File: src/rtl/ides4_bitslip_align.sv
// IDES4 read-path word aligner: compares the deserialised word with a training
// pattern and bit-slips the deserialiser via CALIB until the word holds steady.
module ides4_bitslip_align #(
  parameter logic [3:0]  PATTERN     = 4'b1100,
  parameter int unsigned CALIB_HOLD  = 8,
  parameter int unsigned MATCH_COUNT = 16,
  parameter int unsigned MAX_SLIPS   = 7,
  parameter int unsigned LOSS_COUNT  = 4
) (
  input  logic       CLK,
  input  logic       grstn,
  input  logic       start_i,
  input  logic [3:0] data_i,
  output logic       calib_o,
  output logic       busy_o,
  output logic       locked_o,
  output logic       failed_o,
  output logic       lost_o,
  output logic [3:0] slips_o
);

  localparam logic [7:0] HOLD_INIT  = 8'(CALIB_HOLD);
  localparam logic [7:0] MATCH_LAST = 8'(MATCH_COUNT - 1);
  localparam logic [3:0] SLIPS_MAX  = 4'(MAX_SLIPS);
  localparam logic [3:0] LOSS_LAST  = 4'(LOSS_COUNT - 1);

  typedef enum logic [2:0] {
    S_IDLE,
    S_WAIT,
    S_CHECK,
    S_SLIP,
    S_LOCKED,
    S_FAIL
  } state_t;

  state_t     state_q, state_d;
  logic [7:0] hold_q, hold_d;
  logic [7:0] match_q, match_d;
  logic [3:0] loss_q, loss_d;
  logic [3:0] slips_d;
  logic       phase_q, phase_d;
  logic       start_q;
  logic       calib_d, busy_d, locked_d, failed_d, lost_d;
  logic       word_ok;
  logic       restart;

  assign word_ok = (data_i == PATTERN);

  // A registered start is only honoured where training may (re)begin.
  assign restart = start_q &&
                   ((state_q == S_IDLE) || (state_q == S_LOCKED) || (state_q == S_FAIL));

  // NOTE: every signal gets a default before the case so no path can infer a latch.
  always_comb begin
    state_d  = state_q;
    hold_d   = hold_q;
    match_d  = match_q;
    loss_d   = loss_q;
    phase_d  = phase_q;
    slips_d  = slips_o;
    calib_d  = 1'b0;
    busy_d   = busy_o;
    locked_d = locked_o;
    failed_d = failed_o;
    lost_d   = 1'b0;

    case (state_q)
      S_IDLE: ;

      S_WAIT: begin
        if (hold_q == 8'd1) begin
          state_d = S_CHECK;
          match_d = 8'd0;
        end else begin
          hold_d = hold_q - 8'd1;
        end
      end

      S_CHECK: begin
        if (word_ok) begin
          if (match_q == MATCH_LAST) begin
            state_d  = S_LOCKED;
            locked_d = 1'b1;
            busy_d   = 1'b0;
            loss_d   = 4'd0;
          end else begin
            match_d = match_q + 8'd1;
          end
        end else if (slips_o == SLIPS_MAX) begin
          state_d  = S_FAIL;
          failed_d = 1'b1;
          busy_d   = 1'b0;
        end else begin
          state_d = S_SLIP;
          slips_d = slips_o + 4'd1;
          calib_d = 1'b1;
          phase_d = 1'b0;
        end
      end

      // CALIB is held for two PCLK cycles so the 2x FCLK synchroniser in IDES4
      // is guaranteed to see the rising edge.
      S_SLIP: begin
        if (!phase_q) begin
          calib_d = 1'b1;
          phase_d = 1'b1;
        end else begin
          state_d = S_WAIT;
          hold_d  = HOLD_INIT;
        end
      end

      S_LOCKED: begin
        if (word_ok) begin
          loss_d = 4'd0;
        end else if (loss_q == LOSS_LAST) begin
          state_d  = S_IDLE;
          lost_d   = 1'b1;
          locked_d = 1'b0;
          loss_d   = 4'd0;
        end else begin
          loss_d = loss_q + 4'd1;
        end
      end

      S_FAIL: ;

      default: state_d = S_IDLE;
    endcase

    // Restart overrides LOCKED loss tracking, so no lost pulse on a retrain.
    if (restart) begin
      state_d  = S_WAIT;
      hold_d   = HOLD_INIT;
      match_d  = 8'd0;
      loss_d   = 4'd0;
      phase_d  = 1'b0;
      slips_d  = 4'd0;
      busy_d   = 1'b1;
      locked_d = 1'b0;
      failed_d = 1'b0;
      lost_d   = 1'b0;
      calib_d  = 1'b0;
    end
  end

  // NOTE: state and outputs update with non-blocking assignments so every
  // register samples the pre-edge values computed above.
  always_ff @(posedge CLK or negedge grstn) begin
    if (!grstn) begin
      state_q  <= S_IDLE;
      hold_q   <= 8'd0;
      match_q  <= 8'd0;
      loss_q   <= 4'd0;
      phase_q  <= 1'b0;
      start_q  <= 1'b0;
      slips_o  <= 4'd0;
      calib_o  <= 1'b0;
      busy_o   <= 1'b0;
      locked_o <= 1'b0;
      failed_o <= 1'b0;
      lost_o   <= 1'b0;
    end else begin
      state_q  <= state_d;
      hold_q   <= hold_d;
      match_q  <= match_d;
      loss_q   <= loss_d;
      phase_q  <= phase_d;
      start_q  <= start_i;
      slips_o  <= slips_d;
      calib_o  <= calib_d;
      busy_o   <= busy_d;
      locked_o <= locked_d;
      failed_o <= failed_d;
      lost_o   <= lost_d;
    end
  end

endmodule

File: config.mk
export PLATFORM = sky130hd
export DESIGN_NAME = ides4_bitslip_align
export DESIGN_NICKNAME = d
export VERILOG_FILES = /design/src/rtl/ides4_bitslip_align.sv
export SDC_FILE = /design/constraint.sdc
export NUM_CORES = 1
export LEC_CHECK = 0
export ABC_AREA = 0
export CORE_MARGIN = 1
export CORE_UTILIZATION = 35
export DETAILED_ROUTE_END_ITERATION = 10
export GPL_ROUTABILITY_DRIVEN = 0
export PLACE_DENSITY = 0.56
export SYNTH_ARGS = -nofsm -noshare
export SYNTH_HDL_FRONTEND = slang
export SYNTH_SLANG_ARGS = --single-unit
File: constraint.sdc
create_clock -name CLK -period 2 [get_ports CLK]
set_clock_uncertainty 0.1 [all_clocks]
set_input_delay 0.5 -clock CLK [delete_from_list [all_inputs] [get_ports CLK]]
set_output_delay 0.5 -clock CLK [all_outputs]
set_load 0.02 [all_outputs]
==> run summary <==
Worst-path clk slew: 0.07 ns
Power share of the clock group: 0.209
Crit path kind: in2reg
Main synth FF type: dfrtp_1
Ports: 16
Final Routed Wirelength: 3860 um
Post-route cell area: 2340 um2
Vias in the first global route: 1493
Placed Area: 2200 um2
Internal power: 1.87 mW
WL/cell: 12.8 um
Critical path startpoint: data_i[2]
Run status: finished, final reports clean
Place WS: -0.332 ns
Synthesized Nets: 203
Max Cap Viol: 0
FILL cells: 462
Die area: 5460 um2
Number of detailed-route iterations in the first pass: 4
Initial antenna violation count: 0
CORE AREA: 4850 um2
Tightest Pin Transition: 0.595 ns
Yosys top cell area share: 0.471
Fin worst setup slack: 0.0503 ns
Comb pwr share: 0.458
Sw Ratio: 0.385
Syn_area_per_cell: 9.47 um2
Sw Pwr: 1.17 mW
Setup Buffers After CTS: 0
Routed vias/inst: 5.16
Period utilization: 0.975
Cells after Synth: 191
GR Overflow Total: 0
First-pass GRT wire length: 6840 um
Register area share after synthesis: 0.471
Reg power frac: 0.333
Vias: 1554
Hold path endpoint: busy_o
HP Start: busy_o
Synth-to-layout area growth: 29.2%
Iter 0 DRT Violations: 81
Clock Latency Late Sink: 0.29 ns
Reg2reg setup slack: 0.11 ns
Worst reg2reg path startpoint: state_q[1]
RSZ-0062 raised after global routing: true
Rows: 25
Slew headroom: 0.601
Multi-input logic area: 927 um2
Final min period: 1.95 ns
Maximum number of pins on one net before global-route repair: 35
Antenna diodes: 0
Reg-to-reg endpoint: match_q[0]
Post-synth EDFFs: 0
GRT Total Usage: 0.168
Post-synth ARST share: 1.00
Reg2reg path depth: 4
Routed Antenna Nets: 0
Hold Path Cell Cnt: 1
Initial core utilization: 0.373
Cell area power density: 1300 nW/um2
Worst-case clock buffer depth: 2
Max VDD drop: 0.477 mV
Max-slew violations: 0
P_leak: 1.01 nW
Synth area leader: dfrtp_1
Crit path max fanout: 5
Die width: 73.9 um
# port buffers: 15
Worst EP arrival: 2.02 ns
Synthesized cell area: 1810 um2
FF/Latch Area: 851 um2
Fin nets: 245
Crit. End Element: flop
Distinct cells, synth: 48
Sink Count: 34
Fmax: 0.513 GHz
Post-DP HPWL: 2760 um
Synth area leaders: dfrtp_1, o21ai_0, nor2_1
Drt drc: 0
Yosys reg bits: 34
Htree depth: 2
CTS tree: built
Share of cells above drive strength 1: 0.188
Final Hold Viols: 0
Setup Viol. Count Final: 0
Total CTS buffers: 5
Worst EP required: 2.07 ns
Clk root buf: clkbuf_8
HP Class: reg2reg
CP startpoint kind: input port
Die height: 73.9 um
Synth warn: 0
flip-flops by register name, indices dropped and copies added, names as in the netlist:
register and flops:
state_q 3, match_q 8, lost_o 1, hold_q 8, start_q 1, locked_o 1, loss_q 4, slips_o 4
busy_o 1, calib_o 1, failed_o 1, phase_q 1
how the worst max path moves through the flow:
stage	end	slack [ns]	cells past startpoint
after floorplan	state_q[0]	0.1	6
after global routing	state_q[0]	-0.05	7
after detailed placement	state_q[0]	-0.33	7
after CTS	state_q[0]	0.03	7
final	state_q[0]	0.05	7
after global placement	state_q[0]	-0.31	7
cell families (layout without fill, tap and decap cells):
logic type                 count (synthesis)  count (layout)  share of synthesized area
adders and majority gates                  5               5                     0.0346
xor gates and xnor gates                   4               4                     0.0194
and+or+nand+nor                           77              77                      0.230
muxes                                      2               2                     0.0118
AOI/OAI and AO/OA                         58              58                      0.201
DFF                                       34              34                      0.471
buffers and inverters                     11              54                     0.0318
cell type report:
cell class,instances,share of cell area
multi-input combinational,146,0.397
sequential,34,0.364
timing repair buffer,41,0.148
tap,67,0.0359
clock buffer,5,0.0295
clock inverter,3,0.0171
inverter,5,0.00803
cells in the final DEF, fill, tap and decap left out, types with 2 or more instances in the layout:
cell type | Yosys | final
nand2_1 | 16 | 16
or3b_1 | 2 | 2
nor3b_1 | 2 | 2
o22ai_1 | 2 | 2
buf_4 | 0 | 26
nand2b_1 | 5 | 5
nor4_1 | 2 | 2
a31oi_1 | 8 | 8
o31ai_1 | 2 | 2
dfrtp_1 | 34 | 34
clkinv_2 | 0 | 2
nor2b_1 | 4 | 4
o21ai_1 | 3 | 4
nor2_1 | 19 | 19
inv_1 | 5 | 5
or3_1 | 2 | 2
nand3b_1 | 2 | 2
o21ai_0 | 21 | 20
ha_1 | 5 | 5
clkdlybuf4s50_1 | 0 | 13
o22a_1 | 2 | 2
clkbuf_8 | 0 | 5
xor2_1 | 3 | 3
a21oi_1 | 9 | 9
nand3_1 | 13 | 13
per-layer routing:
layer | wire (um) | vias to the layer above | global-route usage | share of wire
li1 | - | 778 | - | -
met1 | 1950 | 742 | 0.237 | 0.51
met2 | 1710 | 29 | 0.243 | 0.44
met3 | 134 | 5 | 0.0494 | 0.035
met4 | 63 | 0 | 0.0577 | 0.016
met5 | 0 | - | 0 | 0
power by group through the flow:
stage	Combinational, mW	Clock (mW)	Sequential, mW
6_report	1.39	0.634	1.01
5_1_grt	1.57	0.680	1.05
4_1_cts	1.37	0.646	1.01
3_5_place_dp	1.37	0	1.02
3_3_place_gp	1.35	0	1.02
2_1_floorplan	0.771	0	1.08
cells in the mapped netlist (2+ instances only):
cell       n
dfrtp_1   34
o21ai_0   21
nor2_1    19
nand2_1   16
nand3_1   13
a21oi_1    9
a31oi_1    8
ha_1       5
inv_1      5
nand2b_1   5
nor2b_1    4
o21ai_1    3
xor2_1     3
buf_6      2
clkbuf_1   2
nand3b_1   2
nor3_1     2
nor3b_1    2
nor4_1     2
o22a_1     2
o22ai_1    2
o31ai_1    2
or3_1      2
or3b_1     2
metrics by stage:
step                      utilization  hold WS, ns  std cells  setup TNS [ns]  power [mW]
final                           0.482        0.395        301               0        3.04
after global routing            0.482        0.419        301          -0.123        3.30
after CTS                       0.477        0.398        301               0        3.03
after detailed placement        0.455        0.373        293           -4.65        2.39
after global placement          0.455        0.375        293           -3.74        2.38
after floorplan                     -        0.104        191               0        1.85
what timing repair did:
action | in CTS | in global routing
endpoints found under the setup margin | 1 | 13
resized for setup | 1 | 5
pin swaps | 2 | 3
hold buffers | 0 | 0
critical path, stage by stage:
cell             delay [ns]
clkdlybuf4s50_1        0.44
nor4bb_2               0.26
buf_4                  0.17
nor3_2                 0.05
a2111o_1               0.37
a31oi_1                0.17
a31oi_1                0.06
(Power assumes the default switching activity.)
